==> config.mk <==
export PLATFORM = sky130hd
export DESIGN_NAME = regmask_encoder
export DESIGN_NICKNAME = d
export VERILOG_FILES = /design/src/rtl/regmask_encoder.sv
export SDC_FILE = /design/constraint.sdc
export NUM_CORES = 1
export LEC_CHECK = 0
export BUFFER_PORTS_ARGS = -buffer_cell sky130_fd_sc_hd__buf_2
export CAP_MARGIN = 10
export CORE_MARGIN = 2
export CORE_UTILIZATION = 36
export DETAILED_ROUTE_END_ITERATION = 12
export PLACE_DENSITY_LB_ADDON = 0.15
export REMOVE_ABC_BUFFERS = 1
export SYNTH_ARGS = -nofsm -noshare
export SYNTH_HDL_FRONTEND = slang
export SYNTH_SLANG_ARGS = --single-unit
==> constraint.sdc <==
create_clock -name clk_i -period 5 [get_ports clk_i]
set_input_delay 1 -clock clk_i [delete_from_list [all_inputs] [get_ports clk_i]]
set_output_delay 1 -clock clk_i [all_outputs]
set_load 0.05 [all_outputs]
==> src/rtl/regmask_encoder.sv <==
// regmask_encoder: serialises a 16-bit register mask into one 4-bit RegId per handshake.
// Optional feature macro: REGMASK_ROUND_ROBIN_EN (round-robin scan from a persistent pointer).
// Without the macro, selection is fixed priority (lowest index first).
module regmask_encoder (
    input  logic        clk_i,
    input  logic        rst_n_i,
    input  logic        load_i,
    input  logic [15:0] mask_i,
    input  logic        ready_i,
    output logic        busy_o,
    output logic        valid_o,
    output logic [3:0]  reg_id_o,
    output logic [4:0]  count_o,
    output logic        done_o
);

    localparam int unsigned N_REGS  = 16;
    localparam int unsigned ID_W    = 4;
    localparam int unsigned COUNT_W = 5;

    typedef enum logic [1:0] {
        IDLE = 2'd0,
        EMIT = 2'd1,
        DONE = 2'd2
    } state_e;

    state_e               state_q;
    logic [N_REGS-1:0]    pending_q;
    logic [COUNT_W-1:0]   count_q;
    logic                 busy_q;
    logic                 valid_q;
    logic [ID_W-1:0]      reg_id_q;
    logic                 done_q;
`ifdef REGMASK_ROUND_ROBIN_EN
    logic [ID_W-1:0]      ptr_q;
`endif

    logic [N_REGS-1:0]    pending_d;
    logic [N_REGS-1:0]    src_mask;
    logic [ID_W-1:0]      src_ptr;
    logic [ID_W-1:0]      sel_id;

    // First set bit of v found scanning upward from start, wrapping 15 -> 0.
    function automatic logic [ID_W-1:0] pick_first(input logic [N_REGS-1:0] v,
                                                   input logic [ID_W-1:0] start);
        logic [ID_W-1:0] idx;
        logic [ID_W-1:0] res;
        logic            found;
        res   = '0;
        found = 1'b0;
        for (int i = 0; i < N_REGS; i++) begin
            idx = ID_W'(start + ID_W'(i));
            if (!found && v[idx]) begin
                res   = idx;
                found = 1'b1;
            end
        end
        return res;
    endfunction

    // Number of set bits in a mask.
    function automatic logic [COUNT_W-1:0] popcount16(input logic [N_REGS-1:0] v);
        logic [COUNT_W-1:0] cnt;
        cnt = '0;
        for (int i = 0; i < N_REGS; i++) begin
            cnt = cnt + COUNT_W'(v[i]);
        end
        return cnt;
    endfunction

    // Pick the id that will be presented next: from the fresh mask on load, or
    // from the remaining bits after the current handshake.
    always_comb begin
        pending_d = pending_q & ~(N_REGS'(1) << reg_id_q);
        src_mask  = mask_i;
`ifdef REGMASK_ROUND_ROBIN_EN
        src_ptr   = ptr_q;
        if (state_q == EMIT) begin
            src_ptr = ID_W'(reg_id_q + ID_W'(1));
        end
`else
        src_ptr   = '0;
`endif
        if (state_q == EMIT) begin
            src_mask = pending_d;
        end
        sel_id = pick_first(src_mask, src_ptr);
    end

    // Batch FSM with registered outputs.
    always_ff @(posedge clk_i) begin
        if (!rst_n_i) begin
            state_q   <= IDLE;
            pending_q <= '0;
            count_q   <= '0;
            busy_q    <= 1'b0;
            valid_q   <= 1'b0;
            reg_id_q  <= '0;
            done_q    <= 1'b0;
`ifdef REGMASK_ROUND_ROBIN_EN
            ptr_q     <= '0;
`endif
        end else begin
            case (state_q)
                IDLE: begin
                    done_q <= 1'b0;
                    if (load_i) begin
                        pending_q <= mask_i;
                        count_q   <= popcount16(mask_i);
                        busy_q    <= 1'b1;
                        if (mask_i != '0) begin
                            valid_q  <= 1'b1;
                            reg_id_q <= sel_id;
                            state_q  <= EMIT;
                        end else begin
                            valid_q  <= 1'b0;
                            reg_id_q <= '0;
                            done_q   <= 1'b1;
                            state_q  <= DONE;
                        end
                    end
                end
                EMIT: begin
                    if (ready_i) begin
                        pending_q <= pending_d;
                        count_q   <= count_q - COUNT_W'(1);
`ifdef REGMASK_ROUND_ROBIN_EN
                        ptr_q     <= ID_W'(reg_id_q + ID_W'(1));
`endif
                        if (pending_d == '0) begin
                            valid_q  <= 1'b0;
                            reg_id_q <= '0;
                            done_q   <= 1'b1;
                            state_q  <= DONE;
                        end else begin
                            reg_id_q <= sel_id;
                        end
                    end
                end
                DONE: begin
                    done_q  <= 1'b0;
                    busy_q  <= 1'b0;
                    state_q <= IDLE;
                end
                default: begin
                    state_q <= IDLE;
                    valid_q <= 1'b0;
                    busy_q  <= 1'b0;
                    done_q  <= 1'b0;
                end
            endcase
        end
    end

    assign busy_o   = busy_q;
    assign valid_o  = valid_q;
    assign reg_id_o = reg_id_q;
    assign count_o  = count_q;
    assign done_o   = done_q;

endmodule

==> Yosys cells after proc, flatten, opt, wreduce, memory -nomap -nowiden <==
Cells that the tools add are included.
{ "classes": {"n_reduce_logical": 39, "mux": 59, "eq_ne": 5, "addsub": 16, "bitwise": 4, "shift": 1} }
{ "ops": {"columns": ["operator", "count"], "rows": [
  ["two-way mux 4 bit", 18],
  ["adder 5 x 1 -> 5 bit", 11],
  ["two-way mux 16 bit", 3],
  ["case mux 16 bit (2 select lines)", 1],
  ["two-way mux 1 bit", 25],
  ["AND 16 bit", 1],
  ["logical NOT 16 bit", 1],
  ["inverter 16 bit", 1],
  ["nonzero test 16 bit", 1],
  ["<< shifter 1 x 4 -> 16 bit (first input constant)", 1],
  ["logical AND 1 bit", 15],
  ["logical NOT 1 bit", 15],
  ["two-way mux 5 bit", 2],
  ["case mux 5 bit (2 select lines)", 1],
  ["two-way mux 2 bit", 4],
  ["case mux 4 bit (2 select lines)", 1],
  ["AND reduction 3 bit", 2],
  ["adder 4 x 1 -> 5 bit", 1],
  ["subtractor 5 x 1 -> 5 bit (second input constant)", 1],
  ["adder 3 x 1 -> 4 bit", 1],
  ["!= test 2 bit (second input constant)", 2],
  ["case mux 1 bit (2 select lines)", 2],
  ["case mux 2 bit (2 select lines)", 1],
  ["AND reduction 2 bit", 2],
  ["10 further kinds", 11]
]} }
{ "word_totals": {"out_inout_bits": 12, "ff_bits": 30} }

==> Longest topological paths before layout <==
Gate-level depths: netlist (run 1).
{ "logic_depth": {"word_depth": 53, "ltp_mapped": 14} }

==> Worst setup path before layout (run 1) <==
No wires, ideal clock.
{ "synth_timing": {"kind": "in2reg", "from": "input port mask_i[0]", "to": "register count_q[3] (netlist: count_o[3])", "path_stages": 13, "required_time_ns": 4.872, "setup_time_ns": 0.128, "path_slack_ns": 0.881, "path_buffers": 0, "arrival_ns": 3.992, "path_cell_list": "fa_1 -> inv_1 -> fa_1 -> inv_1 -> fa_1 -> fa_1 -> ha_1 -> a21o_1 -> a21oi_1 -> xor2_1 -> o21ai_0 -> a22oi_1 -> nor2_1"} }
{ "synth_between": {"elab_chain_len": 17} }
{ "synth_lines": {"columns": ["item", "line_no", "rtl"], "rows": [
  ["start: declaration", "8", "input logic [15:0] mask_i,"],
  ["adder 1 x 1 -> 2 bit", "66", "cnt = cnt + COUNT_W'(v[i]);"],
  ["adder 2 x 1 -> 3 bit", "66", null],
  ["adder 3 x 1 -> 4 bit", "66", null],
  ["adder 4 x 1 -> 5 bit", "66", null],
  ["adder 5 x 1 -> 5 bit (11 in a row)", "66", null],
  ["two-way mux 5 bit", "107", "if (load_i) begin"],
  ["case mux 5 bit (2 select lines)", "104", "case (state_q)"],
  ["end signal: assignment", "109", "count_q <= popcount16(mask_i);"],
  ["end signal: assignment", "126", "count_q <= count_q - COUNT_W'(1);"],
  ["end: declaration", "29", "logic [COUNT_W-1:0] count_q;"]
]} }
No other way between the ends. The select of a mux whose other input is x is not followed.
A chain may end at the register's enable or synchronous reset.

==> Worst setup path in the final report (run 1) <==
{ "layout_timing": {"from": "input port mask_i[0]", "to": "register count_q[2] (netlist: count_o[2])"} }
Same word-level chain as after synthesis.

==> results.json, run 1 <==
{
  "hold_buffers": 0,
  "clock-sinks": 30,
  "r2r-start": "state_q[1]$_SDFFE_PN0P_",
  "slew_viol_final": 0,
  "syn_avg_cell_area_sq_um": 7.71,
  "worstMarginPinSlew_ns": 0.939,
  "synth_seq_cells": 30,
  "num-fill-cells": 728,
  "diodes": 0,
  "power_mw": 1.08,
  "post-route-util": 0.417,
  "rrSetupSlack_ns": 2.09,
  "ys_warn_count": 0,
  "rows": 30,
  "hold_class": "flop to flop",
  "async_reset_ff_frac": 0,
  "arrival_ns": 4.34,
  "insertion_delay_ns": 0.29,
  "finalCritPeriodShare": 0.832,
  "endpoint_kind": "flop",
  "min-delay-start": "busy_o$_SDFFE_PN0P_",
  "htree_levels": 2,
  "fin_cells": 445,
  "rr_worst_depth": 6,
  "grt_max_degree": 31,
  "yosysUniqueCellTypes": 63,
  "leakage_nw": 1.13,
  "ios": 32,
  "syn_inst": 329,
  "antenna_found_initial": 0,
  "path_class": "input pin to flop",
  "nets": 386,
  "finalClockSkew_ns": 0.00637,
  "synth_fa_ha_area_frac": 0.113,
  "postCtsSetupRepairBufs": 0,
  "setup_slack_ns": 0.838,
  "finalHoldViolCount": 0,
  "io_buffers": 31,
  "hold_path_depth": 2,
  "synth-simple-area-share": 0.238,
  "first_iter_violations": 163,
  "whs_endpoint": "busy_o$_SDFFE_PN0P_",
  "synth.yosys.seq_area_share": 0.237,
  "setup_viol": 0,
  "synth_area_sq_mm": 0.00254,
  "synth_edf_count": 0,
  "place_ws_ns": 0.535,
  "relSlewSlack": 0.373,
  "gp_congestion": 0.820,
  "firstDrtPassIters": 5,
  "synth-compound-area-share": 0.305,
  "synth_xor_area_frac": 0.00690,
  "dieWidth_um": 88.0,
  "synth_ff_type": "dfxtp_1",
  "dp_hpwl_um": 5610,
  "timing.setup.tns_ns": 0,
  "overflow": 0,
  "place_inst": 438,
  "cts_tree": "done",
  "vias_per_cell": 5.71,
  "required_ns": 5.18,
  "die_height_um": 88.0,
  "drc": 0,
  "synth_top_family_by_area": "compound AO/OA/AOI/OAI gates",
  "root_buffer": "clkbuf_8",
  "synthMuxAreaShare": 0.0256,
  "gr-usage-all-layers": 0.210,
  "start_util": 0.373,
  "vdd_drop_max_mv": 0.239,
  "clk_path_buf_depth": 2,
  "die_area_sq_mm": 0.00774,
  "grt_pass1_wl_um": 12500,
  "drive_above_1_share": 0.140,
  "reg2reg_to": "reg_id_o[0]$_SDFFE_PN0P_",
  "fmax_mhz": 240,
  "first_global_vias": 2384,
  "ant_nets": 0,
  "area_growth_pct": 11.6,
  "period_minus_slack_ns": 4.16,
  "status": "complete, no violations",
  "drt_wl_total_um": 7760,
  "cp-start-kind": "input pin",
  "clk_pin_slew_ns": 0.07,
  "crit_fanout": 4,
  "powerDensity_mw_per_mm2": 382,
  "seq_area_sq_um": 601,
  "maxCapViolations": 0,
  "core_area_sq_mm": 0.00679,
  "cts.repair.resized": 0,
  "vias": 2543,
  "cts_buffers": 5,
  "grt_setup_unrepaired": "false",
  "multi_input_area_sq_mm": 0.00175,
  "wl_per_cell_um": 17.4
}
-- power breakdown --
part,switching (mW),internal (mW)
sequential,0.0526,0.277
combinational,0.341,0.216
clock,0.0989,0.0959
total,0.493,0.589
-- cells in the mapped netlist, types with 8 or more instances --
cell	count	area [sq um]
o21ai_0	17	85.1
clkbuf_1	18	67.6
fa_1	10	200
inv_1	26	97.6
nor2_1	36	135
nand2b_1	8	50.1
a21oi_1	28	140
dfxtp_1	30	601
nand2_1	27	101
a22oi_1	8	60.1
a211oi_1	8	60.1
-- cell families after synthesis --
logic type / Yosys count
AOI/OAI and AO/OA: 111
xor gates and xnor gates: 2
adders and majority gates: 17
buffers and inverters: 48
DFF: 30
muxes: 6
and+or+nand+nor: 115
-- layer usage --
layer | track usage | up-vias | routed length [um]
met3 | 0.0377 | 10 | 381
met4 | 0.0476 | 0 | 94
met1 | 0.289 | 1215 | 3630
met2 | 0.344 | 84 | 3660
li1 | - | 1234 | -
met5 | 0 | - | 0
-- worst max-delay path: stages --
cell      delay (ns)
buf_2           0.13
fa_1            0.53
inv_1           0.05
fa_1            0.48
fa_1            0.54
fa_1            0.42
inv_1           0.07
ha_1            0.15
inv_1           0.05
fa_1            0.39
xnor2_1         0.15
a21oi_1         0.08
a221oi_1        0.30
-- sequential cells by signal (all words and copies together), names as in the netlist --
name and flops:
state_q 2, busy_o 1, pending_q 16, valid_o 1, reg_id_o 4, done_o 1
count_o 5
-- area by class of cell --
type / count / share of cell area
inverters: 26 / 0.0345
well taps: 96 / 0.0424
flip-flops and latches: 30 / 0.212
repair buffers: 35 / 0.0654
clock buffers: 7 / 0.0269
multi-input cells: 251 / 0.619
-- stage by stage --
step                cell area, sq um  hold slack [ns]
global route                    2830            0.482
finish                          2830            0.464
CTS                             2830            0.461
global placement                2760            0.445
detailed placement              2760            0.448
floorplan                       2440            0.480
-- worst max path at each step --
stage                     startpoint                 endpoint  slack (ns)  cells after the start
final                      mask_i[0]  count_o[2]$_SDFFE_PN0P_        0.84                     13
after global routing       mask_i[0]  count_o[2]$_SDFFE_PN0P_        0.65                     13
after CTS                  mask_i[0]  count_o[2]$_SDFFE_PN0P_        0.82                     13
after detailed placement   mask_i[0]  count_o[2]$_SDFFE_PN0P_        0.54                     13
after global placement     mask_i[0]  count_o[3]$_SDFFE_PN0P_        0.61                     14
after floorplan            mask_i[0]  count_o[3]$_SDFFE_PN0P_        0.84                     13
-- cells in the final DEF (no fill, tap or decap), types with 3 or more instances in the layout --
cell,instances
nor2_1,36
buf_2,31
dfxtp_1,30
nand2_1,27
a21oi_1,27
inv_1,26
o21ai_0,17
fa_1,10
nand2b_1,8
a22oi_1,8
a211oi_1,8
nor3_1,7
o22ai_1,7
o21a_1,7
ha_1,7
mux2i_1,5
nor4_1,5
clkbuf_8,5
nand4_1,4
nor3b_1,4
a221oi_1,4
buf_4,4
a21o_1,3
nand4b_1,3
and2_1,3
o211ai_1,3
nand3_1,3
No activity file was read; power rests on OpenSTA's default activity.
==> inputs of run 2 (changes only) <==
==> constraint.sdc (replaced) <==
create_clock -name clk_i -period 3.35 [get_ports clk_i]
set_input_delay 0.67 -clock clk_i [delete_from_list [all_inputs] [get_ports clk_i]]
set_output_delay 0.67 -clock clk_i [all_outputs]
set_load 0.05 [all_outputs]
==> results.json, run 2 (synthesis results as in run 1) <==
{
  "status": "finished, violations left",
  "violations": "negative setup slack",
  "worstMarginPinSlew_ns": 0.856,
  "dp_hpwl_um": 6100,
  "cts_buffers": 5,
  "io_buffers": 31,
  "largest_register_ffs": 16,
  "place_ws_ns": -0.729,
  "rrSetupSlack_ns": 0.60,
  "finalCritPeriodShare": 1.11,
  "drive_above_1_share": 0.254,
  "ant_nets": 0,
  "maxCapViolations": 0,
  "power_mw": 1.84,
  "worst_hold_slack_ns": 0.461,
  "timing.setup.tns_ns": -1.26,
  "use_met2": 0.358,
  "grt_setup_unrepaired": "true",
  "whs_endpoint": "busy_o$_SDFFE_PN0P_",
  "first_iter_violations": 186,
  "finish.instance_area_sq_mm": 0.00311,
  "path_class": "input pin to flop",
  "leakage_nw": 1.25,
  "ios": 32,
  "rr_worst_depth": 6,
  "finalClockSkew_ns": 0.00519,
  "met3_usage": 0.0358,
  "gp_congestion": 0.867,
  "start_util": 0.373,
  "gr-usage-all-layers": 0.218,
  "first_global_vias": 2383,
  "firstDrtPassIters": 4,
  "antenna_found_initial": 0,
  "vdd_drop_max_mv": 0.396,
  "diodes": 0,
  "cp-start-kind": "input pin",
  "post-route-util": 0.458,
  "vias_per_cell": 5.58,
  "nets": 406,
  "area_growth_pct": 22.5,
  "hold_buffers": 0,
  "powerDensity_mw_per_mm2": 593,
  "root_buffer": "clkbuf_8",
  "vias": 2602,
  "overflow": 0,
  "fin_cells": 466,
  "grt_util_met1": 0.304,
  "cts_tree": "done",
  "die_height_um": 88.0,
  "reg2reg_to": "reg_id_o[0]$_SDFFE_PN0P_",
  "rows": 30,
  "top_usage_layer": "met2",
  "layout.cells.most_common": "nor2_1",
  "htree_levels": 2,
  "setup_slack_ns": -0.357,
  "required_ns": 3.53,
  "min-delay-start": "busy_o$_SDFFE_PN0P_",
  "drt_wl_total_um": 8160,
  "dieWidth_um": 88.0,
  "slew_viol_final": 0,
  "dpl_cell_area_sq_mm": 0.00290,
  "grt_max_degree": 34,
  "crit_fanout": 2,
  "relSlewSlack": 0.427,
  "hold_class": "flop to flop",
  "drc": 0,
  "r2r-start": "reg_id_o[0]$_SDFFE_PN0P_",
  "clk_pin_slew_ns": 0.07,
  "insertion_delay_ns": 0.29,
  "fmax_mhz": 270,
  "hold_path_depth": 2,
  "arrival_ns": 3.89,
  "period_minus_slack_ns": 3.71,
  "endpoint_kind": "flop",
  "layout_common_cells": "nor2_1 (36), dfxtp_1 (30), nand2_1 (26), buf_2 (26)",
  "place_inst": 457,
  "core_area_sq_mm": 0.00679,
  "clock-sinks": 30,
  "finalHoldViolCount": 0,
  "setup_viol": 4,
  "clk_path_buf_depth": 2,
  "grt_pass1_wl_um": 12900,
  "max_flop_register": "pending_q",
  "wl_per_cell_um": 17.5,
  "die_area_sq_mm": 0.00774
}
==> run 2: cell count changes in the layout (fill, tap and decap cells not counted), sizes merged <==
cell | previous run | this run
clkbuf | 7 | 8
buf | 35 | 55
==> run 2: layout make-up <==
type                    instances  area, sq um
inverters                      26         97.6
clock buffers                   8          110
multi-input cells             251         1810
fillers                       719         3680
well taps                      96          120
flip-flops and latches         30          601
repair buffers                 55          367
==> run 2: worst max-delay path, cell delays in order <==
cell and delay (ns):
buf_6 0.10, fa_1 0.54, inv_2 0.05, fa_2 0.54
fa_2 0.45, fa_2 0.55, inv_2 0.05, ha_4 0.15
a21o_1 0.18, a21oi_2 0.14, xor2_1 0.18, o21ai_1 0.08
a22oi_1 0.18, nor2_1 0.06
==> run 2: how the worst max path moves through the flow <==
stage,from,slack [ns],depth (start not counted),to
floorplan,mask_i[0],-0.48,13,count_o[3]$_SDFFE_PN0P_
global placement,mask_i[0],-0.67,13,count_o[2]$_SDFFE_PN0P_
detailed placement,mask_i[0],-0.73,13,count_o[2]$_SDFFE_PN0P_
CTS,mask_i[0],-0.40,13,count_o[2]$_SDFFE_PN0P_
global route,mask_i[3],-0.46,14,count_o[3]$_SDFFE_PN0P_
finish,mask_i[3],-0.36,14,count_o[3]$_SDFFE_PN0P_
==> run 2: timing repair <==
action | CTS | global route
endpoints found under the hold margin | 0 | 0
pin swaps | 18 | 17
buffers inserted | 0 | 1
gates resized for setup | 18 | 14
endpoints found under the setup margin | 5 | 5
==> run 2: report_power, final <==
part           internal (mW)  switching, mW
Sequential             0.413         0.0744
Combinational          0.420          0.576
Clock                  0.208          0.152
Total                   1.04          0.802
==> run 2: metal layers <==
metal	up-vias	share of wire
met5	-	0
met4	0	0.0097
met3	7	0.038
met2	49	0.49
met1	1263	0.47
li1	1283	-
==> inputs of run 3 (changes only) <==
--- a/config.mk
+++ b/config.mk
@@ -10,7 +10,7 @@
 export CORE_MARGIN = 2
 export CORE_UTILIZATION = 36
 export DETAILED_ROUTE_END_ITERATION = 12
-export PLACE_DENSITY_LB_ADDON = 0.15
+export PLACE_DENSITY_LB_ADDON = 0.08
 export REMOVE_ABC_BUFFERS = 1
 export SYNTH_ARGS = -nofsm -noshare
 export SYNTH_HDL_FRONTEND = slang
==> results.json, run 3 (synthesis results as in run 1) <==
{
  "status": "finished, violations left",
  "violations": "negative setup slack",
  "first_global_vias": 2400,
  "drive_above_1_share": 0.230,
  "start_util": 0.373,
  "largest_register_ffs": 16,
  "grt_max_degree": 34,
  "cts_tree": "done",
  "diodes": 0,
  "root_buffer": "clkbuf_8",
  "cp-start-kind": "input pin",
  "finalClockSkew_ns": 0.00291,
  "dp_hpwl_um": 6040,
  "overflow": 0,
  "gr-usage-all-layers": 0.213,
  "htree_levels": 2,
  "arrival_ns": 3.83,
  "clk_path_buf_depth": 2,
  "die_area_sq_mm": 0.00774,
  "dieWidth_um": 88.0,
  "layout.cells.most_common": "nor2_1",
  "num-fill-cells": 706,
  "fmax_mhz": 275,
  "antenna_found_initial": 0,
  "insertion_delay_ns": 0.28,
  "slew_viol_final": 0,
  "place_inst": 459,
  "ant_nets": 0,
  "drt_wl_total_um": 7830,
  "core_area_sq_mm": 0.00679,
  "vias_per_cell": 5.48,
  "postCtsSetupRepairBufs": 0,
  "setup_slack_ns": -0.282,
  "worstMarginPinSlew_ns": 0.623,
  "wl_per_cell_um": 16.8,
  "powerDensity_mw_per_mm2": 570,
  "leakage_nw": 1.24,
  "cts_buffers": 5,
  "die_height_um": 88.0,
  "drc": 0,
  "finalHoldViolCount": 0,
  "first_iter_violations": 208,
  "timing.setup.tns_ns": -1.04,
  "firstDrtPassIters": 4,
  "required_ns": 3.55,
  "ios": 32,
  "rows": 30,
  "path_class": "input pin to flop",
  "hold_buffers": 0,
  "vias": 2548,
  "layout_common_cells": "nor2_1 (36), dfxtp_1 (30), buf_2 (29)",
  "clock-sinks": 30,
  "fin_cells": 465,
  "grt_setup_unrepaired": "true",
  "finalCritPeriodShare": 1.08,
  "io_buffers": 31,
  "hold_class": "flop to flop",
  "setup_viol": 4,
  "grt_pass1_wl_um": 12500,
  "clk_pin_slew_ns": 0.06,
  "crit_fanout": 2,
  "endpoint_kind": "flop",
  "period_minus_slack_ns": 3.63,
  "gp_congestion": 0.855,
  "relSlewSlack": 0.584,
  "vdd_drop_max_mv": 0.380,
  "nets": 407,
  "area_growth_pct": 20.1,
  "maxCapViolations": 0,
  "max_flop_register": "pending_q"
}
-- run 3: worst max-delay path, cell delays in order --
cell	delay, ns
buf_6	0.10
fa_1	0.55
inv_2	0.04
fa_1	0.46
fa_1	0.53
fa_2	0.44
inv_2	0.08
ha_4	0.13
inv_2	0.03
fa_2	0.36
xnor2_2	0.13
a21oi_1	0.09
a221oi_2	0.21
-- run 3: repair_timing --
action                     CTS  global route
cloned                       0             0
pin swaps                   17             3
resized for setup           14             5
setup endpoints to repair    5             5
-- run 3: cell type report --
class | instances | area, sq um | area share
clock buffer | 6 | 82.6 | 0.0271
inverter | 26 | 97.6 | 0.0320
multi-input combinational | 251 | 1800 | 0.589
sequential | 30 | 601 | 0.197
tap | 96 | 120 | 0.0394
timing repair buffer | 56 | 352 | 0.115
-- run 3: where the power goes --
| part | total [mW] | switching [mW] | leakage, nW | internal [mW] |
|---|---|---|---|---|
| Clock | 0.296 | 0.138 | 0.0431 | 0.158 |
| Combinational | 0.951 | 0.554 | 0.950 | 0.397 |
| Sequential | 0.489 | 0.0760 | 0.247 | 0.413 |
-- run 3: worst paths after layout --
| kind | start | to | slack, ns | depth (start not counted) |
|---|---|---|---|---|
| worst max register to register | reg_id_o[3]$_SDFFE_PN0P_ | reg_id_o[2]$_SDFFE_PN0P_ | 0.68 | 7 |
| worst max-delay path | mask_i[0] | count_o[2]$_SDFFE_PN0P_ | -0.28 | 13 |
| worst min-delay path | busy_o$_SDFFE_PN0P_ | busy_o$_SDFFE_PN0P_ | 0.46 | 2 |
| worst min register to register | busy_o$_SDFFE_PN0P_ | busy_o$_SDFFE_PN0P_ | 0.46 | 2 |
-- run 3: routing by layer --
layer,global-route usage,up-vias,wire length (um)
li1,-,1283,-
met1,0.287,1184,3640
met2,0.344,68,3610
met3,0.0330,13,376
met4,0.0783,0,201
met5,0,-,0
-- run 3: metrics by stage --
stage           util  hold WS, ns  cell area [sq um]  setup WS [ns]  total power [mW]
3_3_place_gp   0.429        0.446               2910         -0.697              1.37
4_1_cts        0.445        0.467               3030         -0.296              1.72
2_1_floorplan      -        0.480               2440         -0.481              1.10
3_5_place_dp   0.429        0.452               2910         -0.704              1.37
6_report       0.449        0.459               3050         -0.282              1.74
5_1_grt        0.449        0.481               3050         -0.407              1.87
